### src/rtl/cpu_pkg.sv
// Shared types for the RV32I multi-cycle control path.
// Latency: n/a (types, constants and a pure helper function only).
// Backpressure: n/a.
package cpu_pkg;

    typedef enum logic [2:0] {
        ALU_NOP,
        ALU_ADD,
        ALU_SUB,
        ALU_XOR,
        ALU_OR,
        ALU_AND
    } alu_op_t;

    typedef enum logic {
        SRC_A_RS1,
        SRC_A_PC
    } src_a_t;

    typedef enum logic {
        SRC_B_RS2,
        SRC_B_IMM
    } src_b_t;

    typedef enum logic [2:0] {
        IMM_I,
        IMM_S,
        IMM_B,
        IMM_U,
        IMM_J
    } imm_sel_t;

    typedef enum logic {
        WRITE_DISABLE,
        WRITE_ENABLE
    } reg_write_t;

    typedef struct packed {
        alu_op_t    alu_op;
        src_a_t     src_a;
        src_b_t     src_b;
        imm_sel_t   imm_sel;
        reg_write_t reg_write;
    } control_signals_t;

    localparam control_signals_t CTRL_NOP = '{
        alu_op:    ALU_NOP,
        src_a:     SRC_A_RS1,
        src_b:     SRC_B_RS2,
        imm_sel:   IMM_I,
        reg_write: WRITE_DISABLE
    };

    typedef enum logic [2:0] {
        FETCH,
        DECODE,
        EXECUTE,
        MEM,
        WB,
        TRAP
    } ctrl_state_t;

    typedef enum logic {
        PC_PLUS4,
        PC_TARGET
    } pc_sel_t;

    // Base opcodes recognised by this datapath.
    localparam logic [6:0] OPC_OP       = 7'b0110011;
    localparam logic [6:0] OPC_OP_IMM   = 7'b0010011;
    localparam logic [6:0] OPC_LOAD     = 7'b0000011;
    localparam logic [6:0] OPC_STORE    = 7'b0100011;
    localparam logic [6:0] OPC_BRANCH   = 7'b1100011;
    localparam logic [6:0] OPC_MISC_MEM = 7'b0001111;

    // Coarse instruction class the sequencer needs to pick its path.
    typedef enum logic [2:0] {
        CLS_ALU,
        CLS_LOAD,
        CLS_STORE,
        CLS_BRANCH,
        CLS_FENCE,
        CLS_OTHER
    } instr_class_t;

    function automatic instr_class_t instr_class(input logic [6:0] opcode);
        instr_class_t cls;
        case (opcode)
            OPC_OP, OPC_OP_IMM: cls = CLS_ALU;
            OPC_LOAD:           cls = CLS_LOAD;
            OPC_STORE:          cls = CLS_STORE;
            OPC_BRANCH:         cls = CLS_BRANCH;
            OPC_MISC_MEM:       cls = CLS_FENCE;
            default:            cls = CLS_OTHER;
        endcase
        return cls;
    endfunction

endpackage

### src/rtl/instr_decoder.sv
// Combinational RV32I subset decoder: instruction word -> datapath controls + illegal flag.
// Latency: 0 cycles (pure combinational).
// Backpressure: none; reg_write is per-opcode intent, gated to WB by the sequencer.
module instr_decoder
    import cpu_pkg::*;
(
    input  logic [31:0]      instr,
    output control_signals_t ctrl,
    output logic             illegal
);

    logic [6:0] opcode;
    logic [2:0] funct3;
    logic       funct7_b5;
    alu_op_t    f3_op;
    logic       f3_ok;
    logic       unused_bits;

    assign opcode      = instr[6:0];
    assign funct3      = instr[14:12];
    assign funct7_b5   = instr[30];
    assign unused_bits = ^{instr[31], instr[29:15], instr[11:7]};

    // funct3 -> ALU operation shared by OP and OP_IMM; shifts and compares are unsupported
    always_comb begin
        f3_op = ALU_NOP;
        f3_ok = 1'b1;
        case (funct3)
            3'b000:  f3_op = ALU_ADD;
            3'b100:  f3_op = ALU_XOR;
            3'b110:  f3_op = ALU_OR;
            3'b111:  f3_op = ALU_AND;
            default: f3_ok = 1'b0;
        endcase
    end

    // Opcode decode; anything unrecognised yields CTRL_NOP with illegal set
    always_comb begin
        ctrl    = CTRL_NOP;
        illegal = 1'b0;
        case (opcode)
            OPC_OP: begin
                if (f3_ok) begin
                    ctrl.alu_op    = (funct3 == 3'b000 && funct7_b5) ? ALU_SUB : f3_op;
                    ctrl.src_b     = SRC_B_RS2;
                    ctrl.reg_write = WRITE_ENABLE;
                end else begin
                    illegal = 1'b1;
                end
            end
            OPC_OP_IMM: begin
                // No SUBI exists, so bit 30 is just immediate data here
                if (f3_ok) begin
                    ctrl.alu_op    = f3_op;
                    ctrl.src_b     = SRC_B_IMM;
                    ctrl.imm_sel   = IMM_I;
                    ctrl.reg_write = WRITE_ENABLE;
                end else begin
                    illegal = 1'b1;
                end
            end
            OPC_LOAD: begin
                ctrl.alu_op    = ALU_ADD;
                ctrl.src_b     = SRC_B_IMM;
                ctrl.imm_sel   = IMM_I;
                ctrl.reg_write = WRITE_ENABLE;
            end
            OPC_STORE: begin
                ctrl.alu_op  = ALU_ADD;
                ctrl.src_b   = SRC_B_IMM;
                ctrl.imm_sel = IMM_S;
            end
            OPC_BRANCH: begin
                ctrl.alu_op  = ALU_SUB;
                ctrl.src_b   = SRC_B_RS2;
                ctrl.imm_sel = IMM_B;
            end
            OPC_MISC_MEM: begin
                ctrl = CTRL_NOP;
            end
            default: illegal = 1'b1;
        endcase
    end

endmodule

### src/rtl/multicycle_ctrl.sv
// Multi-cycle FETCH/DECODE/EXECUTE/MEM/WB sequencer owning all datapath write enables.
// Latency: 3 (branch/fence), 4 (ALU, store), 5 (load) cycles with zero-wait memory.
// Backpressure: imem/dmem requests are held until ready; each wait cycle adds one cycle.
module multicycle_ctrl
    import cpu_pkg::*;
#(
    parameter logic [31:0] RESET_IR = 32'h0000_0013
) (
    input  logic             clk,
    input  logic             rst_n,
    output logic             imem_req,
    input  logic             imem_ready,
    input  logic [31:0]      imem_rdata,
    output logic             dmem_req,
    output logic             dmem_we,
    input  logic             dmem_ready,
    input  logic             branch_taken,
    output logic [31:0]      instr,
    output control_signals_t ctrl,
    output logic             pc_we,
    output pc_sel_t          pc_sel,
    output logic             instret,
    output logic             illegal
);

    ctrl_state_t      state_q;
    logic [31:0]      ir_q;
    control_signals_t ctrl_q;
    logic             imem_req_q;
    logic             dmem_req_q;
    logic             dmem_we_q;
    logic             illegal_q;

    control_signals_t dec_ctrl;
    control_signals_t dec_ctrl_gated;
    logic             dec_illegal;
    instr_class_t     cls;
    logic             imem_hs;
    logic             dmem_hs;
    logic             retire;

    instr_decoder u_dec (
        .instr   (ir_q),
        .ctrl    (dec_ctrl),
        .illegal (dec_illegal)
    );

    assign cls     = instr_class(ir_q[6:0]);
    assign imem_hs = imem_req_q & imem_ready;
    assign dmem_hs = dmem_req_q & dmem_ready;

    // Decoder output with the register write held off until WB
    always_comb begin
        dec_ctrl_gated           = dec_ctrl;
        dec_ctrl_gated.reg_write = WRITE_DISABLE;
    end

    // Retire strobe: store retirement and branch direction depend on same-cycle
    // inputs (dmem_ready, branch_taken), so this one is decoded, not registered
    always_comb begin
        retire = 1'b0;
        case (state_q)
            EXECUTE: retire = (cls == CLS_BRANCH) || (cls == CLS_FENCE);
            MEM:     retire = dmem_hs && dmem_we_q;
            WB:      retire = 1'b1;
            default: retire = 1'b0;
        endcase
    end

    // Sequencer: state, instruction register, registered controls and requests
    always_ff @(posedge clk or negedge rst_n) begin
        if (!rst_n) begin
            state_q    <= FETCH;
            ir_q       <= RESET_IR;
            ctrl_q     <= CTRL_NOP;
            imem_req_q <= 1'b0;
            dmem_req_q <= 1'b0;
            dmem_we_q  <= 1'b0;
            illegal_q  <= 1'b0;
        end else begin
            case (state_q)
                FETCH: begin
                    // Request is raised on entry (or one cycle after reset) and held to completion
                    if (imem_hs) begin
                        ir_q       <= imem_rdata;
                        imem_req_q <= 1'b0;
                        state_q    <= DECODE;
                    end else begin
                        imem_req_q <= 1'b1;
                    end
                end
                DECODE: begin
                    ctrl_q <= dec_ctrl_gated;
                    if (dec_illegal) begin
                        illegal_q <= 1'b1;
                        state_q   <= TRAP;
                    end else begin
                        state_q <= EXECUTE;
                    end
                end
                EXECUTE: begin
                    case (cls)
                        CLS_LOAD, CLS_STORE: begin
                            dmem_req_q <= 1'b1;
                            dmem_we_q  <= (cls == CLS_STORE);
                            state_q    <= MEM;
                        end
                        CLS_BRANCH, CLS_FENCE: begin
                            ctrl_q     <= CTRL_NOP;
                            imem_req_q <= 1'b1;
                            state_q    <= FETCH;
                        end
                        default: begin
                            ctrl_q.reg_write <= dec_ctrl.reg_write;
                            state_q          <= WB;
                        end
                    endcase
                end
                MEM: begin
                    if (dmem_hs) begin
                        dmem_req_q <= 1'b0;
                        dmem_we_q  <= 1'b0;
                        if (dmem_we_q) begin
                            ctrl_q     <= CTRL_NOP;
                            imem_req_q <= 1'b1;
                            state_q    <= FETCH;
                        end else begin
                            ctrl_q.reg_write <= dec_ctrl.reg_write;
                            state_q          <= WB;
                        end
                    end
                end
                WB: begin
                    ctrl_q     <= CTRL_NOP;
                    imem_req_q <= 1'b1;
                    state_q    <= FETCH;
                end
                TRAP: begin
                    state_q <= TRAP;
                end
                default: begin
                    illegal_q <= 1'b1;
                    state_q   <= TRAP;
                end
            endcase
        end
    end

    assign imem_req = imem_req_q;
    assign dmem_req = dmem_req_q;
    assign dmem_we  = dmem_we_q;
    assign instr    = ir_q;
    assign ctrl     = ctrl_q;
    assign illegal  = illegal_q;
    assign pc_we    = retire;
    assign instret  = retire;
    assign pc_sel   = (state_q == EXECUTE && cls == CLS_BRANCH && branch_taken) ? PC_TARGET : PC_PLUS4;

endmodule

### config.mk
export PLATFORM = sky130hd
export DESIGN_NAME = multicycle_ctrl
export DESIGN_NICKNAME = d
export VERILOG_FILES = /design/src/rtl/cpu_pkg.sv /design/src/rtl/instr_decoder.sv /design/src/rtl/multicycle_ctrl.sv
export SDC_FILE = /design/constraint.sdc
export NUM_CORES = 1
export LEC_CHECK = 0
export ABC_CLOCK_PERIOD_IN_PS = 4550
export CAP_MARGIN = 40
export CORE_MARGIN = 2
export CORE_UTILIZATION = 47
export DETAILED_ROUTE_END_ITERATION = 8
export PLACE_DENSITY = 0.85
export SLEW_MARGIN = 15
export SYNTH_ARGS = -nofsm -noshare
export SYNTH_HDL_FRONTEND = slang
export SYNTH_SLANG_ARGS = --single-unit
### constraint.sdc
create_clock -name clk -period 4.55 [get_ports clk]
set_clock_uncertainty 0.05 [all_clocks]
set_input_delay 1.1375 -clock clk [delete_from_list [all_inputs] [get_ports clk]]
set_output_delay 1.1375 -clock clk [all_outputs]
set_load 0.02 [all_outputs]
After elaboration in Yosys (flattened, before gate mapping)
Cells that the tools add are included.
{"block": "op_classes", "addsub": 0, "n_mul": 0, "div_mod_pow": 0, "n_lt_le_gt_ge": 0, "n_eq_ne": 25, "shift": 0, "n_mux": 40, "bitwise": 3, "reduce_logical": 24}
{"op": "9-bit case mux with 4 select lines", "n": 1}
{"op": "3-bit case mux with 5 select lines", "n": 2}
{"op": "3-bit case mux with 4 select lines", "n": 2}
{"op": "3-bit two-way mux", "n": 7}
{"op": "3-bit == test, second input constant", "n": 6}
{"op": "8-bit two-way mux", "n": 2}
{"op": "7-bit by 6-bit == test with 1-bit output, second input constant", "n": 2}
{"op": "1-bit two-way mux", "n": 13}
{"op": "3-bit by 2-bit == test with 1-bit output, second input constant", "n": 4}
{"op": "1-bit case mux with 2 select lines", "n": 6}
{"op": "2-bit != test, second input constant", "n": 5}
{"op": "9-bit two-way mux", "n": 1}
{"op": "3-bit case mux with 3 select lines", "n": 1}
{"op": "4-bit AND reduction", "n": 2}
{"op": "4-bit nonzero test", "n": 2}
{"op": "2-bit OR reduction", "n": 4}
{"op": "4-bit OR reduction", "n": 2}
{"op": "7-bit by 2-bit == test with 1-bit output, second input constant", "n": 1}
{"op": "7-bit by 4-bit == test with 1-bit output, second input constant", "n": 1}
{"op": "7-bit by 5-bit == test with 1-bit output, second input constant", "n": 1}
{"op": "7-bit == test, second input constant", "n": 1}
{"op": "3-bit by 1-bit == test with 1-bit output, second input constant", "n": 2}
{"op": "3-bit logical NOT", "n": 2}
{"op": "1-bit case mux with 3 select lines", "n": 2}
{"op": "other kinds (12)", "n": 20}
{"block": "word_totals", "reg_bits": 48, "latchBits": 0, "ramBits": 0, "romBits": 0, "inputBits": 37, "out_inout_bits": 48, "wordCells": 103, "n_memories": 0}

Longest topological paths before layout
Gate-level depths: netlist of the first run.
{"block": "depth", "depth_word": 8, "ltp_mapped": 6, "ltp_nobuf": 4}

Hierarchy
From an unflattened synthesis of the first run, not the netlist that was laid out.
{"block": "unflattened", "hier_cells": 193, "area_unflattened_um2": 2308.5}
{"mod": "multicycle_ctrl", "instances": 1, "cells_per_inst": 160, "area_each_um2": 2107.0, "seq_area_each_um2": 1204.9}
{"mod": "instr_decoder", "instances": 1, "cells_per_inst": 33, "area_each_um2": 201.4, "seq_area_each_um2": 0.0}

Least setup slack after synthesis of the first run
Ideal clock, no wire load.
{"block": "synth_timing", "path_kind": "in2out", "startpoint": "input branch_taken", "endpoint": "output pc_sel", "arrival_ns": 1.842, "required_time_ns": 3.363, "setup_slack_ns": 1.520, "cell_stages": 2, "path_buffers": 0, "cell_sequence": "nand3_1 nor4_1"}
{"block": "synth_between", "elab_chain_cells": 2}
{"element": "start: declaration", "line": "multicycle_ctrl.sv:17", "rtl": "input logic branch_taken,"}
{"element": "1-bit logical AND", "line": "multicycle_ctrl.sv:157", "rtl": "assign pc_sel = (state_q == EXECUTE && cls == CLS_BRANCH && branch_taken) ? PC_TARGET : PC_PLUS4;"}
{"element": "1-bit two-way mux", "line": "multicycle_ctrl.sv:157"}
{"element": "end: declaration", "line": "multicycle_ctrl.sv:21", "rtl": "output pc_sel_t pc_sel,"}
Every way passes these cells.

Worst setup path in the final report of the first run
{"block": "layout_timing", "startpoint": "input dmem_ready", "endpoint": "output pc_we"}
{"block": "layout_between", "elab_chain_cells": 3}
{"element": "start: declaration", "line": "multicycle_ctrl.sv:16", "rtl": "input logic dmem_ready,"}
{"element": "1-bit AND", "line": "multicycle_ctrl.sv:50", "rtl": "assign dmem_hs = dmem_req_q & dmem_ready;"}
{"element": "1-bit logical AND", "line": "multicycle_ctrl.sv:64", "rtl": "MEM: retire = dmem_hs && dmem_we_q;"}
{"element": "1-bit case mux with 3 select lines", "line": "multicycle_ctrl.sv:62", "rtl": "case (state_q)"}
{"element": "end: declaration", "line": "multicycle_ctrl.sv:20", "rtl": "output logic pc_we,"}
Every way passes these cells.

==> qor.yml, run 1 <==
outcome:
  outcome: "finished clean"
worst_setup_path:
  r2r_cells: 4
  rrSetupSlack_ns: 2.23
  crit_path_end_kind: "output port"
  rr_endpoint: "ctrl[7]"
  required_ns: 3.36
  r2r-start: "instr[0]"
  worst_ep_arrival_time_ns: 2.71
  critPathKind: "primary input to output port"
  path_max_fanout: 5
  critPathLaunchType: "primary input"
min_path:
  hold_start: "illegal"
  whs_path_depth: 1
  hp-class: "flop to flop"
  hold_end: "illegal"
logic_synthesis:
  synth_seq_cells: 46
  synth_area_leaders: "dfrtp_1 (49%), mux2_2 (18%), dfstp_2 (3.6%), nor4_1 (2.0%), buf_2 (1.8%)"
  synth-edff-count: 0
  synthTopCellsByCount: "dfrtp_1 (43), mux2_2 (35), buf_2 (8)"
  synth.most_common_cell: "dfrtp_1"
  netlist.area_leader.share_pct: 48.84
  syn_avg_cell_area_um2: 12.17
  synthFlopType: "dfrtp_1"
  ys.warnings.count: 0
  yosysSeqAreaShare_pct: 52.41
  syn_inst: 181
  synthDistinctLibCells: 48
  netlist_area_um2: 2203
  ys_async_sr_fraction_pct: 100.0
  synth_top_area_cell: "dfrtp_1"
global_route:
  grt_use_met1_pct: 27.89
  grt_max_degree: 35
  use_met2_pct: 31.91
  grt_pass1_vias: 1663
  grt_usage_pct: 20.43
  grt_util_met3_pct: 5.417
  grt_busiest_layer: "met2"
  antenna_found_initial: 0
  grt_pass1_wl_um: 8142
  overflow: 0
pwr:
  combPwrFrac_pct: 5.9
  p_leak_nw: 1.346
  sw_frac_of_total_pct: 21.52
  pwr-share-seq_pct: 57.0
  clkPwrFrac_pct: 37.1
  p_switching_mw: 0.1542
  power_density_nw_per_um2: 228.5
  intPower_mw: 0.5624
  ir_drop_mv: 0.2143
die:
  initial_core_util_pct: 49.58
  coreArea_um2: 4444
  die_area_um2: 5252
  row_count: 24
  die_width_um: 72.47
  die_h_um: 72.47
  io_pins: 85
layout:
  stdcell_area_um2: 3137
  ff_latch_area_um2: 1155
  finalNetCount: 296
  n_antenna_cell: 0
  nFillCells: 341
  multiInputGateArea_um2: 955.9
  areaGrowthSynthToFinish_pct: 42.36
  drive_gt1_share_pct: 21.92
timing:
  max_freq_ghz: 0.2569
  min_period_ns: 3.893
  fin_setup_tns_ns: 0
  worst_pin_slew_ns: 0.7518
  period_share_pct: 85.55
  final-setup-viol-count: 0
  hold_viol: 0
  rsz0062_at_grt: "no"
  slew_headroom_pct: 49.42
  worst_hold_slack_ns: 0.4275
  final_max_slew_viol_count: 0
routing:
  drt_iter0_markers: 124
  ant_nets: 0
  via_per_inst: 5.506
  wl_per_cell_um: 16.21
  drc: 0
  drt-pass1-iter-count: 4
  wl_um: 5056
  via_count: 1718
clock_network:
  clkSinkCount: 46
  insertion_delay_ns: 0.30
  cts_tree: "built"
  cts_setup_buffers: 0
  ctsHoldBuffers: 0
  cts.path.max_buffers: 2
  cts-buffers-inserted: 5
  clk_pin_slew_ns: 0.08
  clockRootBuffer: "clkbuf_8"
  cts_resized: 0
  htreeDepth: 2
job:
  drv_cap: 0
placed_design:
  hpwlAfterDp_um: 3717
  placed_area_um2: 3042
  numPortBuffers: 82
  gp_congestion: 0.8795
[cell usage in the layout, fill, tap and decap left out, types with 3 or more instances in the layout]
cell             count
a21oi_1              3
clkbuf_8             6
mux2i_1              3
nor2_1               4
dfstp_2              3
o21ai_0              5
nand2_1              7
dfrtp_1             43
nand3_1              5
nor4_1               7
mux2_2              35
o22a_1               3
nor2b_1              4
nand4_1              4
clkdlybuf4s50_1     81
inv_1                6
[cell families (layout without fill, tap and decap cells)]
group	Yosys count	count (layout)	share of synthesized area, %
AO/OA/AOI/OAI	28	28	10.45
AND/OR/NAND/NOR	48	48	13.34
flip-flops	46	46	52.41
multiplexers	38	38	19.25
other	1	2	0.1702
buffers and inverters	20	98	4.372
[layer usage]
layer / wire (um) / share of wire, %
met1: 2120 / 42
met2: 2531 / 50
met3: 342 / 6.8
met4: 62 / 1.2
met5: 0 / 0
[flip-flops by register name, summed over array words and instances (netlist names)]
signal,count
dmem_we,1
ctrl,7
state_q,3
illegal,1
dmem_req,1
imem_req,1
instr,32
[stage by stage]
step,cells,power [mW],setup slack (ns),utilization (%)
after floorplan,182,0.4201,1.520,-
after global placement,303,0.4567,0.6809,67.99
after detailed placement,304,0.4597,0.6584,68.44
after CTS,312,0.7256,0.6592,70.58
after global routing,312,0.7458,0.5541,70.58
final,312,0.7166,0.6574,70.58
[critical path, cell delays in order]
cell             delay [ns]
clkdlybuf4s50_1        0.54
nand3_1                0.09
nand2_1                0.07
o311ai_0               0.12
nand2b_1               0.14
clkdlybuf4s50_1        0.61
[layout make-up]
type,instances,share of cell area (%)
clock buffer,7,2.752
inverter,6,0.7180
timing repair buffer,84,26.88
clock inverter,1,0.2792
tap,52,2.074
sequential,46,36.82
multi-input combinational,116,30.47
[power groups by stage]
stage | registers [mW] | clock network, mW | logic [mW]
6_report | 0.409 | 0.266 | 0.0421
5_1_grt | 0.409 | 0.290 | 0.0470
4_1_cts | 0.409 | 0.274 | 0.0433
3_5_place_dp | 0.417 | 0 | 0.0431
3_3_place_gp | 0.417 | 0 | 0.0401
2_1_floorplan | 0.417 | 0 | 0.00339
[how the worst max path moves through the flow]
stage | startpoint | to | slack (ns) | cells past startpoint
detailed placement | dmem_ready | pc_we | 0.66 | 6
floorplan | branch_taken | pc_sel | 1.52 | 2
global placement | dmem_ready | instret | 0.68 | 6
finish | dmem_ready | pc_we | 0.66 | 6
global route | dmem_ready | pc_we | 0.55 | 6
CTS | dmem_ready | pc_we | 0.66 | 6
(Power assumes the default switching activity.)
==> run 2: changes to the inputs <==
--- a/config.mk
+++ b/config.mk
@@ -6,10 +6,10 @@
 export NUM_CORES = 1
 export LEC_CHECK = 0
 export ABC_CLOCK_PERIOD_IN_PS = 4550
-export CAP_MARGIN = 40
 export CORE_MARGIN = 2
 export CORE_UTILIZATION = 47
 export DETAILED_ROUTE_END_ITERATION = 8
+export GPL_TIMING_DRIVEN = 0
 export PLACE_DENSITY = 0.85
 export SLEW_MARGIN = 15
 export SYNTH_ARGS = -nofsm -noshare
==> run 2 against run 1 <==
Against the previous run: global-route usage rose by 0.56 points; power fell by 2.5%; first-iteration DRC count fell by 5.6%; largest power group unchanged; highest routed layer unchanged.
==> qor.yml, run 2 (synthesized netlist as in run 1, its figures left out) <==
layout:
  n_antenna_cell: 0
  final_common_cell: "clkdlybuf4s50_1"
  largest_reg_flops: 32
  drive_gt1_share_pct: 24.54
  final_cell_mix: "clkdlybuf4s50_1 (81), dfrtp_1 (43), mux2_2 (35)"
  finalNetCount: 309
  areaGrowthSynthToFinish_pct: 44.97
  nFillCells: 335
  final_cell_count_no_fill: 325
clock_network:
  cts_setup_buffers: 0
  htreeDepth: 2
  clk_pin_slew_ns: 0.08
  insertion_delay_ns: 0.30
  clockRootBuffer: "clkbuf_8"
  cts_tree: "built"
  cts-buffers-inserted: 5
  clkSinkCount: 46
  ctsHoldBuffers: 0
  cts_resized: 0
  cts.path.max_buffers: 2
timing:
  worst_pin_slew_ns: 0.7544
  final_max_slew_viol_count: 0
  fin_setup_tns_ns: 0
  hold_viol: 0
  rsz0062_at_grt: "no"
  period_share_pct: 91.32
  final-setup-viol-count: 0
  slew_headroom_pct: 49.25
  worst_hold_slack_ns: 0.4245
  min_period_ns: 4.155
  max_freq_ghz: 0.2407
global_route:
  grt_max_degree: 29
  overflow: 0
  antenna_found_initial: 0
  grt_pass1_vias: 1773
  grt_usage_pct: 20.99
  grt_pass1_wl_um: 8473
worst_setup_path:
  required_ns: 3.36
  path_max_fanout: 5
  critPathKind: "primary input to output port"
  worst_ep_arrival_time_ns: 2.97
  critPathLaunchType: "primary input"
  crit_path_end_kind: "output port"
routing:
  wl_per_cell_um: 16.29
  wl_um: 5293
  drc: 0
  via_count: 1783
  ant_nets: 0
  drt_iter0_markers: 117
  drt-pass1-iter-count: 4
  via_per_inst: 5.486
die:
  row_count: 24
  die_area_um2: 5252
  die_width_um: 72.47
  initial_core_util_pct: 49.58
  io_pins: 85
  die_h_um: 72.47
  coreArea_um2: 4444
outcome:
  outcome: "finished clean"
placed_design:
  dp_cells: 317
  hpwlAfterDp_um: 3915
  gp_congestion: 0.8492
  numPortBuffers: 82
min_path:
  hp-class: "flop to flop"
job:
  drv_cap: 0
pwr:
  power_density_nw_per_um2: 218.7
  p_leak_nw: 1.383
  ir_drop_mv: 0.2171
## run 2: metal layers
layer / part of all wire [%] / track usage [%] / vias up
li1: - / - / 847
met1: 41 / 26.76 / 843
met2: 50 / 34.05 / 83
met4: 2.2 / 7.819 / 0
met3: 7.0 / 6.111 / 10
met5: 0 / 0 / -
## run 2: path summary, 6_finish.rpt
path | start | endpoint | slack, ns | cells after the start
max | dmem_ready | pc_we | 0.40 | 7
min reg2reg | illegal | illegal | 0.42 | 1
min in group asynchronous | rst_n | instr[25] | 0.73 | 1
max in group asynchronous | rst_n | instr[4] | 3.15 | 2
min | illegal | illegal | 0.42 | 1
max reg2reg | instr[1] | ctrl[7] | 2.37 | 5
## run 2: power breakdown
| group | internal, mW | switching, mW |
|---|---|---|
| clock | 0.109 | 0.138 |
| sequential | 0.409 | 0 |
| combinational | 0.0294 | 0.0143 |
| total | 0.546 | 0.152 |
## run 2: cell type report
type	instances	area, um2	area share [%]
multi-input cells	116	955.9	29.93
plain buffers	14	73.82	2.311
well taps	52	65.06	2.037
flip-flops and latches	46	1155	36.15
repair buffers	83	835.8	26.17
inverters	6	22.52	0.7051
clock inverters	2	13.76	0.4309
clock buffers	6	72.57	2.272
## run 2: worst max-delay path: stages
cell	delay (ns)
clkdlybuf4s50_1	0.55
nand3_1	0.10
nand2_1	0.09
o311ai_0	0.18
nand2b_1	0.19
buf_4	0.13
clkdlybuf4s50_1	0.59
## run 2: through the flow
step / worst slack (ns) / util (%) / power [mW] / cell area (um2)
finish: 0.3951 / 71.88 / 0.6985 / 3194
global route: 0.3066 / 71.88 / 0.7256 / 3194
CTS: 0.4123 / 71.88 / 0.7055 / 3194
detailed placement: 0.5469 / 69.93 / 0.4611 / 3108
global placement: 0.5692 / 69.59 / 0.4584 / 3093
floorplan: 1.520 / - / 0.4201 / 2207
==> run 3: changes to the inputs <==
--- a/config.mk
+++ b/config.mk
@@ -6,6 +6,7 @@
 export NUM_CORES = 1
 export LEC_CHECK = 0
 export ABC_CLOCK_PERIOD_IN_PS = 4550
+export CAP_MARGIN = 15
 export CORE_MARGIN = 2
 export CORE_UTILIZATION = 47
 export DETAILED_ROUTE_END_ITERATION = 8
==> results of run 3 <==
No change in the layout: final DEF, timing and power equal those of run 2.
